## config.mk

```make
export PLATFORM = sky130hd
export DESIGN_NAME = axil_reg_bridge
export DESIGN_NICKNAME = d
export VERILOG_FILES = /design/src/rtl/axil_pkg.sv /design/src/rtl/axil_rd_timer.sv /design/src/rtl/axil_reg_bridge.sv
export SDC_FILE = /design/constraint.sdc
export NUM_CORES = 1
export LEC_CHECK = 0
export CORE_UTILIZATION = 50
export CTS_CLUSTER_SIZE = 14
export DETAILED_ROUTE_END_ITERATION = 10
export GPL_ROUTABILITY_DRIVEN = 1
export PLACE_DENSITY_LB_ADDON = 0.05
export SETUP_SLACK_MARGIN = 0.15
export SLEW_MARGIN = 0
export SYNTH_ARGS = -nofsm -noshare
export SYNTH_HDL_FRONTEND = slang
export SYNTH_SLANG_ARGS = --single-unit
```

## constraint.sdc

```tcl
create_clock -name S_AXI_ACLK -period 15.41 [get_ports S_AXI_ACLK]
set_input_delay 2.3115 -clock S_AXI_ACLK [delete_from_list [all_inputs] [get_ports S_AXI_ACLK]]
set_output_delay 2.3115 -clock S_AXI_ACLK [all_outputs]
set_load 0.02 [all_outputs]
```

## src/rtl/axil_pkg.sv

```systemverilog
// Shared types and constants for the AXI4-Lite register bridge.
package axil_pkg;

    localparam logic [1:0]  RESP_OKAY   = 2'b00;
    localparam logic [1:0]  RESP_SLVERR = 2'b10;
    localparam int unsigned TMR_W       = 8;

    typedef enum logic [1:0] {
        W_COLLECT = 2'd0,
        W_ISSUE   = 2'd1,
        W_RESP    = 2'd2
    } wr_state_e;

    typedef enum logic [1:0] {
        R_IDLE = 2'd0,
        R_WAIT = 2'd1,
        R_RESP = 2'd2
    } rd_state_e;

endpackage

```

## src/rtl/axil_rd_timer.sv

```systemverilog
// Loadable down-counter; expired_o is high while the count sits at zero.
module axil_rd_timer
    import axil_pkg::*;
(
    input  logic             clk_i,
    input  logic             rst_i,
    input  logic             load_i,
    input  logic [TMR_W-1:0] load_val_i,
    input  logic             en_i,
    output logic             expired_o
);

    logic [TMR_W-1:0] cnt_q, cnt_d;
    logic             expired_q;

    always_comb begin
        cnt_d = cnt_q;
        if (load_i) begin
            cnt_d = load_val_i;
        end else if (en_i && (cnt_q != '0)) begin
            cnt_d = cnt_q - TMR_W'(1);
        end
    end

    always_ff @(posedge clk_i or posedge rst_i) begin
        if (rst_i) begin
            cnt_q     <= '0;
            expired_q <= 1'b0;
        end else begin
            cnt_q     <= cnt_d;
            expired_q <= (cnt_d == '0);
        end
    end

    assign expired_o = expired_q;

endmodule

```

## src/rtl/axil_reg_bridge.sv

```systemverilog
// AXI4-Lite slave bridging single outstanding reads/writes onto a strobed register bus.
module axil_reg_bridge
    import axil_pkg::*;
#(
    parameter int unsigned ADDR_W     = 16,
    parameter int unsigned DATA_W     = 32,
    parameter int unsigned ADDR_SPAN  = 4096,
    parameter int unsigned RD_TIMEOUT = 16
) (
    input  logic                  S_AXI_ACLK,
    input  logic                  S_AXI_ARESET,
    input  logic [ADDR_W-1:0]     S_AXI_AWADDR,
    input  logic                  S_AXI_AWVALID,
    output logic                  S_AXI_AWREADY,
    input  logic [DATA_W-1:0]     S_AXI_WDATA,
    input  logic [DATA_W/8-1:0]   S_AXI_WSTRB,
    input  logic                  S_AXI_WVALID,
    output logic                  S_AXI_WREADY,
    output logic [1:0]            S_AXI_BRESP,
    output logic                  S_AXI_BVALID,
    input  logic                  S_AXI_BREADY,
    input  logic [ADDR_W-1:0]     S_AXI_ARADDR,
    input  logic                  S_AXI_ARVALID,
    output logic                  S_AXI_ARREADY,
    output logic [DATA_W-1:0]     S_AXI_RDATA,
    output logic [1:0]            S_AXI_RRESP,
    output logic                  S_AXI_RVALID,
    input  logic                  S_AXI_RREADY,
    output logic                  reg_wr,
    output logic [ADDR_W-1:0]     reg_waddr,
    output logic [DATA_W-1:0]     reg_wdata,
    output logic [DATA_W/8-1:0]   reg_wstrb,
    output logic                  reg_rd,
    output logic [ADDR_W-1:0]     reg_raddr,
    input  logic [DATA_W-1:0]     reg_rdata,
    input  logic                  reg_rvalid
);

    localparam int unsigned STRB_W = DATA_W / 8;
    localparam int unsigned LSB_W  = $clog2(STRB_W);

    function automatic logic in_range(input logic [ADDR_W-1:0] a);
        return 33'(a) < 33'(ADDR_SPAN);
    endfunction

    function automatic logic [ADDR_W-1:0] align(input logic [ADDR_W-1:0] a);
        logic [ADDR_W-1:0] r;
        r            = a;
        r[LSB_W-1:0] = '0;
        return r;
    endfunction

    // ---------------- write path ----------------
    wr_state_e          wst_q, wst_d;
    logic               aw_held_q, aw_held_d, w_held_q, w_held_d;
    logic [ADDR_W-1:0]  awaddr_q, awaddr_d;
    logic [DATA_W-1:0]  wdata_q, wdata_d;
    logic [STRB_W-1:0]  wstrb_q, wstrb_d;
    logic               awready_q, awready_d, wready_q, wready_d;
    logic               bvalid_q, bvalid_d;
    logic [1:0]         bresp_q, bresp_d;
    logic               reg_wr_q, reg_wr_d;
    logic [ADDR_W-1:0]  reg_waddr_q, reg_waddr_d;
    logic [DATA_W-1:0]  reg_wdata_q, reg_wdata_d;
    logic [STRB_W-1:0]  reg_wstrb_q, reg_wstrb_d;

    always_comb begin
        wst_d       = wst_q;
        aw_held_d   = aw_held_q;
        w_held_d    = w_held_q;
        awaddr_d    = awaddr_q;
        wdata_d     = wdata_q;
        wstrb_d     = wstrb_q;
        awready_d   = 1'b0;
        wready_d    = 1'b0;
        bvalid_d    = bvalid_q;
        bresp_d     = bresp_q;
        reg_wr_d    = 1'b0;
        reg_waddr_d = reg_waddr_q;
        reg_wdata_d = reg_wdata_q;
        reg_wstrb_d = reg_wstrb_q;
        unique case (wst_q)
            W_COLLECT: begin
                if (S_AXI_AWVALID && awready_q) begin
                    aw_held_d = 1'b1;
                    awaddr_d  = S_AXI_AWADDR;
                end
                if (S_AXI_WVALID && wready_q) begin
                    w_held_d = 1'b1;
                    wdata_d  = S_AXI_WDATA;
                    wstrb_d  = S_AXI_WSTRB;
                end
                // Both halves present: launch the register write on the next cycle.
                if (aw_held_d && w_held_d) begin
                    wst_d       = W_ISSUE;
                    reg_wr_d    = in_range(awaddr_d);
                    reg_waddr_d = align(awaddr_d);
                    reg_wdata_d = wdata_d;
                    reg_wstrb_d = wstrb_d;
                    bresp_d     = in_range(awaddr_d) ? RESP_OKAY : RESP_SLVERR;
                end else begin
                    awready_d = ~aw_held_d;
                    wready_d  = ~w_held_d;
                end
            end
            W_ISSUE: begin
                wst_d    = W_RESP;
                bvalid_d = 1'b1;
            end
            W_RESP: begin
                if (S_AXI_BREADY) begin
                    wst_d     = W_COLLECT;
                    bvalid_d  = 1'b0;
                    aw_held_d = 1'b0;
                    w_held_d  = 1'b0;
                    awready_d = 1'b1;
                    wready_d  = 1'b1;
                end
            end
            default: wst_d = W_COLLECT;
        endcase
    end

    always_ff @(posedge S_AXI_ACLK or posedge S_AXI_ARESET) begin
        if (S_AXI_ARESET) begin
            wst_q       <= W_COLLECT;
            aw_held_q   <= 1'b0;
            w_held_q    <= 1'b0;
            awaddr_q    <= '0;
            wdata_q     <= '0;
            wstrb_q     <= '0;
            awready_q   <= 1'b0;
            wready_q    <= 1'b0;
            bvalid_q    <= 1'b0;
            bresp_q     <= 2'b00;
            reg_wr_q    <= 1'b0;
            reg_waddr_q <= '0;
            reg_wdata_q <= '0;
            reg_wstrb_q <= '0;
        end else begin
            wst_q       <= wst_d;
            aw_held_q   <= aw_held_d;
            w_held_q    <= w_held_d;
            awaddr_q    <= awaddr_d;
            wdata_q     <= wdata_d;
            wstrb_q     <= wstrb_d;
            awready_q   <= awready_d;
            wready_q    <= wready_d;
            bvalid_q    <= bvalid_d;
            bresp_q     <= bresp_d;
            reg_wr_q    <= reg_wr_d;
            reg_waddr_q <= reg_waddr_d;
            reg_wdata_q <= reg_wdata_d;
            reg_wstrb_q <= reg_wstrb_d;
        end
    end

    // ---------------- read path ----------------
    rd_state_e          rst_q, rst_d;
    logic               arready_q, arready_d;
    logic               rvalid_q, rvalid_d;
    logic [1:0]         rresp_q, rresp_d;
    logic [DATA_W-1:0]  rdata_q, rdata_d;
    logic               reg_rd_q, reg_rd_d;
    logic [ADDR_W-1:0]  reg_raddr_q, reg_raddr_d;
    logic               tmr_load, tmr_en, tmr_expired;

    always_comb begin
        rst_d       = rst_q;
        arready_d   = 1'b0;
        rvalid_d    = rvalid_q;
        rresp_d     = rresp_q;
        rdata_d     = rdata_q;
        reg_rd_d    = 1'b0;
        reg_raddr_d = reg_raddr_q;
        tmr_load    = 1'b0;
        tmr_en      = 1'b0;
        unique case (rst_q)
            R_IDLE: begin
                if (S_AXI_ARVALID && arready_q) begin
                    if (in_range(S_AXI_ARADDR)) begin
                        rst_d       = R_WAIT;
                        reg_rd_d    = 1'b1;
                        reg_raddr_d = align(S_AXI_ARADDR);
                        tmr_load    = 1'b1;
                    end else begin
                        rst_d    = R_RESP;
                        rvalid_d = 1'b1;
                        rdata_d  = '0;
                        rresp_d  = RESP_SLVERR;
                    end
                end else begin
                    arready_d = 1'b1;
                end
            end
            R_WAIT: begin
                tmr_en = 1'b1;
                // Data arriving on the last counted cycle still wins over the timeout.
                if (reg_rvalid) begin
                    rst_d    = R_RESP;
                    rvalid_d = 1'b1;
                    rdata_d  = reg_rdata;
                    rresp_d  = RESP_OKAY;
                end else if (tmr_expired) begin
                    rst_d    = R_RESP;
                    rvalid_d = 1'b1;
                    rdata_d  = '0;
                    rresp_d  = RESP_SLVERR;
                end
            end
            R_RESP: begin
                if (S_AXI_RREADY) begin
                    rst_d     = R_IDLE;
                    rvalid_d  = 1'b0;
                    arready_d = 1'b1;
                end
            end
            default: rst_d = R_IDLE;
        endcase
    end

    always_ff @(posedge S_AXI_ACLK or posedge S_AXI_ARESET) begin
        if (S_AXI_ARESET) begin
            rst_q       <= R_IDLE;
            arready_q   <= 1'b0;
            rvalid_q    <= 1'b0;
            rresp_q     <= 2'b00;
            rdata_q     <= '0;
            reg_rd_q    <= 1'b0;
            reg_raddr_q <= '0;
        end else begin
            rst_q       <= rst_d;
            arready_q   <= arready_d;
            rvalid_q    <= rvalid_d;
            rresp_q     <= rresp_d;
            rdata_q     <= rdata_d;
            reg_rd_q    <= reg_rd_d;
            reg_raddr_q <= reg_raddr_d;
        end
    end

    axil_rd_timer u_rd_timer (
        .clk_i      (S_AXI_ACLK),
        .rst_i      (S_AXI_ARESET),
        .load_i     (tmr_load),
        .load_val_i (TMR_W'(RD_TIMEOUT - 1)),
        .en_i       (tmr_en),
        .expired_o  (tmr_expired)
    );

    assign S_AXI_AWREADY = awready_q;
    assign S_AXI_WREADY  = wready_q;
    assign S_AXI_BVALID  = bvalid_q;
    assign S_AXI_BRESP   = bresp_q;
    assign S_AXI_ARREADY = arready_q;
    assign S_AXI_RVALID  = rvalid_q;
    assign S_AXI_RRESP   = rresp_q;
    assign S_AXI_RDATA   = rdata_q;
    assign reg_wr        = reg_wr_q;
    assign reg_waddr     = reg_waddr_q;
    assign reg_wdata     = reg_wdata_q;
    assign reg_wstrb     = reg_wstrb_q;
    assign reg_rd        = reg_rd_q;
    assign reg_raddr     = reg_raddr_q;

endmodule

```

==> metrics.cfg, run 1 <==
[cts]
cts-root-buf=clkbuf_16
clkTransAtPathRegs_ns=0.06
hold_buffers=0
clk_latency_ns=0.42
clock_sink_count=170
numCtsBuffers=17
cts_setup_buffers=0
ctsHtreeMaxLevel=4
cts_buffer_depth=2
cts_tree=built
cts_resized=0

[timing]
grt_setup_unrepaired=no
skew_ns=0.00575
relSlewSlack_pct=19.5
clock.fmax_mhz=206
hold_viol_final=0
period_share_pct=31.5
worst_pin_slew_ns=1.20
setup_viol=0
tns_ns=0
drv_slew=0
fin_crit_ns=4.85

[final_layout]
multi_input_area_um2=2590
antenna_cells=0
finalNetCount=874
drive_gt1_share_pct=13.6
fillCellCount=987
syn_to_final_growth_pct=39.7
regArea_um2=4250

[floorplan]
start_util_pct=51.0
die_area_um2=14600
die_w_um=121
ios=219
rows=43
core-area_um2=13800
die_y_um=121

[worst_setup_path]
arrival_ns=5.16
cp-end-kind=register
crit_type=input port to register
crit_required_ns=15.72
path_cells=clkdlybuf4s50_1 > and2_1 > o22ai_1 > nor3_4 > buf_4 > mux2_2
slowest_delay_ns=0.80
cp-start-kind=input port
critPathSlowestCell=buf_4
cp_max_fo=103
r2r_setup_slack_ns=12.54

[power_and_ir_drop]
finalPower_uw=1950
worst_ir_drop_vdd_mv=0.127
cellLeakagePower_uw=0.00414
power_density_nw_per_um2=198

[routing]
first_iter_violations=328
routedWlPerCell_um=16.3
vias=4965
route.detailed.vias_per_inst=5.20
drtAntennaViolNets=0
wl_mm=15.5
drt_pass1_iterations=4
drc_errors=0

[synthesis]
synthSimpleGateAreaFrac_pct=7.51
syn_avg_cell_area_um2=12.5
synth_top_family_by_area=multiplexers
muxShareOfSynthArea_pct=17.3
yosysTopAreaCellShare_pct=60.4
async_flop_share_pct=100
yosysTopAreaCell=dfrtp_1
synth-xor-area-share_pct=0.621
synth_area_um2=7050
synth_ff_type=dfrtp_1
synth.area.top_cells=dfrtp_1 60%, mux2_2 8.6%, mux2i_1 7.4%
yosysUniqueCellTypes=42
synth_edf_count=0
ys_seq_area_share_pct=60.4
yosysWarnings=0
synth-compound-area-share_pct=9.87
syn_inst=562
synth.most_common_cell=dfrtp_1
ys_ff_latch=170
synth_fa_ha_area_share_pct=0.888
synth_commonest_cells=170 x dfrtp_1, 63 x nor2_1, 58 x a21oi_1

[global_route]
grt_overflow=0
grt_usage_pct=21.8
grt_pass1_wl_mm=24.4
grt_pass1_vias=5017
grt_max_degree=104
antenna_found_initial=0

[outcome]
status=complete, no violations

[placement]
place_congestion=0.838
port_buffers=208
hpwl_mm=10.4

[worst_hold_path]
hold_class=register to register

[job]
maxCapViolations=0

-- layout by cell type (no fill, tap or decap), types with 6 or more instances in the layout --
cell type,instances
clkdlybuf4s50_1,208
dfrtp_1,170
nor2_1,62
a21oi_1,58
mux2_2,54
mux2i_1,52
a22o_1,33
clkbuf_16,17
nand2_1,15
inv_1,9
mux2_1,8
o21ai_0,6
conb_1,6
buf_4,6
-- path summary, 6_finish.rpt --
path                                         start                         end  depth (start not counted)
min in group asynchronous             S_AXI_ARESET   reg_raddr[15]$_DFFE_PP0P_                          2
min reg2reg                 wdata_q[0]$_DFFE_PP0P_      wdata_q[0]$_DFFE_PP0P_                          1
max                                  S_AXI_AWVALID  S_AXI_BRESP[1]$_DFFE_PP0P_                          6
max reg2reg                S_AXI_AWREADY$_DFF_PP0_  S_AXI_BRESP[1]$_DFFE_PP0P_                          5
max in group asynchronous             S_AXI_ARESET    reg_wdata[8]$_DFFE_PP0P_                          3
min                         wdata_q[0]$_DFFE_PP0P_      wdata_q[0]$_DFFE_PP0P_                          1
-- stage by stage --
stage                     util (%)  worst slack, ns  cell area (µm²)  instances  hold WS (ns)
after floorplan                  -             8.50             7070        567         0.457
after global placement        66.8            10.11             9240        922         0.466
after detailed placement      66.8            10.07             9240        922         0.470
after global routing          71.2            10.40             9850        954         0.515
final                         71.2            10.56             9850        954         0.482
after CTS                     71.2            10.52             9850        954         0.489
-- sequential cells by signal, indices dropped and copies added, names as in the netlist, 2 cells and up --
register,count
reg_wdata,32
reg_wstrb,4
wdata_q,32
reg_waddr,14
wstrb_q,4
wst_q,2
awaddr_q,14
u_rd_timer.cnt_q,8
rst_q,2
reg_raddr,14
S_AXI_RDATA,32
-- metal layers --
layer  track usage [%]  vias up  wire length (µm)
li1                  -     2360                 -
met1              26.7     2432              6480
met2              36.3      152              7910
met3              6.42       21               883
met4              8.56        0               258
met5                 0        -                 0
-- cells by family (layout without fill, tap and decap cells) --
kind of cell,Yosys count,in the layout
buffers and inverters,50,257
DFF,170,170
AOI/OAI and AO/OA,107,107
other,1,6
xor gates and xnor gates,5,5
muxes,114,114
adders and majority gates,5,5
and+or+nand+nor,110,110
-- worst max-delay path, delay by kind of cell --
kind	cells	cell delay, ns
muxes	1	0.41
buffers and inverters	2	1.27
and+or+nand+nor	2	0.92
AOI/OAI and AO/OA	1	0.23
-- report_power, final --
group / leakage [µW] / total [µW] / internal, µW / switching [µW]
Combinational: 0.00177 / 791 / 376 / 415
Sequential: 0.00208 / 730 / 626 / 105
Clock: 0.000296 / 433 / 262 / 170
Total: 0.00414 / 1950 / 1260 / 690
-- final cells by class --
class	instances	area share, %
Clock buffer	20	4.64
Clock inverter	12	1.50
Inverter	11	0.470
Multi-Input combinational cell	347	26.3
Sequential cell	170	43.2
Tap cell	180	2.29
Timing Repair Buffer	214	21.6
Power figures use the tool's default switching activity.
==> inputs of run 2 (changes only) <==
Settings changed: CORE_UTILIZATION 50 to 47.
Clock period 15.41 ns to 5 ns, I/O delays scaled along.
==> metrics.cfg, run 2 (synthesized netlist as in run 1, its figures left out) <==
[outcome]
status=complete, no violations

[floorplan]
core-area_um2=14600
die_area_um2=15500
die_y_um=124
die_w_um=124
ios=219
start_util_pct=48.3
rows=44

[timing]
fin_crit_ns=2.81
setup_viol=0
grt_setup_unrepaired=no
hold_viol_final=0
timing.final.ws_setup_ns=2.19
worst_pin_slew_ns=1.17
skew_ns=0.00735
relSlewSlack_pct=21.8
tns_ns=0
period_share_pct=56.2
clock.fmax_mhz=356
drv_slew=0

[placement]
place_congestion=0.739
place_ws_ns=1.69
placed_area_um2=9290
port_buffers=208
hpwl_mm=10.5

[job]
maxCapViolations=0

[global_route]
grt_pass1_wl_mm=25.4
grt_overflow=0
antenna_found_initial=0
grt_usage_pct=20.7
grt_pass1_vias=5201
grt_max_degree=112

[worst_hold_path]
hold_class=register to register
min_from=wdata_q[14]$_DFFE_PP0P_
holdPathEnd=wdata_q[14]$_DFFE_PP0P_
whs_path_depth=1

[power_and_ir_drop]
power_density_nw_per_um2=613
cellLeakagePower_uw=0.00418
worst_ir_drop_vdd_mv=0.355

[final_layout]
antenna_cells=0
layout_commonest_cell=clkdlybuf4s50_1
most-common-layout-cells=208 x clkdlybuf4s50_1, 170 x dfrtp_1, 62 x nor2_1
fin_area_um2=9920
drive_gt1_share_pct=14.0
finalNetCount=878
fillCellCount=1099
syn_to_final_growth_pct=40.8

[cts]
cts_resized=0
numCtsBuffers=17
cts_buffer_depth=2
clkTransAtPathRegs_ns=0.06
cts-root-buf=clkbuf_16
cts_setup_buffers=0
hold_buffers=0
cts_tree=built
clock_sink_count=170
ctsHtreeMaxLevel=4
clk_latency_ns=0.42

[routing]
routedWlPerCell_um=15.9
wl_mm=15.3
wl_met1_mm=6.54
drc_errors=0
drtAntennaViolNets=0
drt_pass1_iterations=4
route.detailed.vias_per_inst=5.17
route.met3.wl_um=736
wl_met2_mm=7.69
first_iter_violations=223
top_layer=met4
vias=4969

[worst_setup_path]
cp-end-kind=register
cp_max_fo=20
crit_required_ns=5.32
arrival_ns=3.13
cp-start-kind=input port
r2r_cells=6
worstReg2RegStart=rst_q[0]$_DFFE_PP0P_
reg2reg_to=u_rd_timer.expired_o$_DFF_PP0_
r2r_setup_slack_ns=2.61
crit_type=input port to register

-- run 2: worst max-delay path, cell delays in order --
cell	delay [ns]
clkdlybuf4s50_1	0.41
nor4_2	0.44
nand4_1	0.80
inv_2	0.34
nor2_1	0.12
nor4_2	0.26
-- run 2: final cells by class --
cell class	instances	area, µm²	share of cell area (%)
clock buffers	20	467	4.70
multi-input cells	347	2590	26.1
inverters	11	45.0	0.454
well taps	184	230	2.32
flip-flops and latches	170	4250	42.9
repair buffers	218	2170	21.9
clock inverters	11	168	1.69
-- run 2: stage by stage --
stage	instances	total power [µW]	hold WS (ns)	utilization, %
after detailed placement	930	4740	0.471	63.7
after CTS	961	6150	0.489	68.0
after floorplan	567	3760	0.457	-
after global routing	961	6470	0.509	68.0
after global placement	930	4620	0.466	63.7
final	961	6080	0.490	68.0
-- run 2: worst max-delay path by stage --
| stage | start | endpoint | slack [ns] | cells past startpoint |
|---|---|---|---|---|
| CTS | S_AXI_ARADDR[12] | u_rd_timer.expired_o$_DFF_PP0_ | 2.16 | 6 |
| finish | S_AXI_ARADDR[12] | u_rd_timer.expired_o$_DFF_PP0_ | 2.19 | 6 |
| global route | S_AXI_ARADDR[12] | u_rd_timer.expired_o$_DFF_PP0_ | 1.97 | 6 |
| global placement | S_AXI_ARADDR[12] | u_rd_timer.expired_o$_DFF_PP0_ | 1.75 | 6 |
| detailed placement | S_AXI_ARADDR[12] | u_rd_timer.expired_o$_DFF_PP0_ | 1.69 | 6 |
| floorplan | S_AXI_ARESET | S_AXI_ARREADY$_DFF_PP0_ | 2.08 | 1 |
-- run 2: power breakdown --
part | total [µW] | switching (µW) | internal, µW
Sequential | 2250 | 320 | 1930
Clock | 1400 | 524 | 873
Combinational | 2440 | 1270 | 1170
-- run 2: metal layers --
layer  up-vias  GRT usage, %
met3        18          5.88
met5         -             0
met2       146          34.7
li1       2366             -
met4         0          8.29
met1      2439          25.1
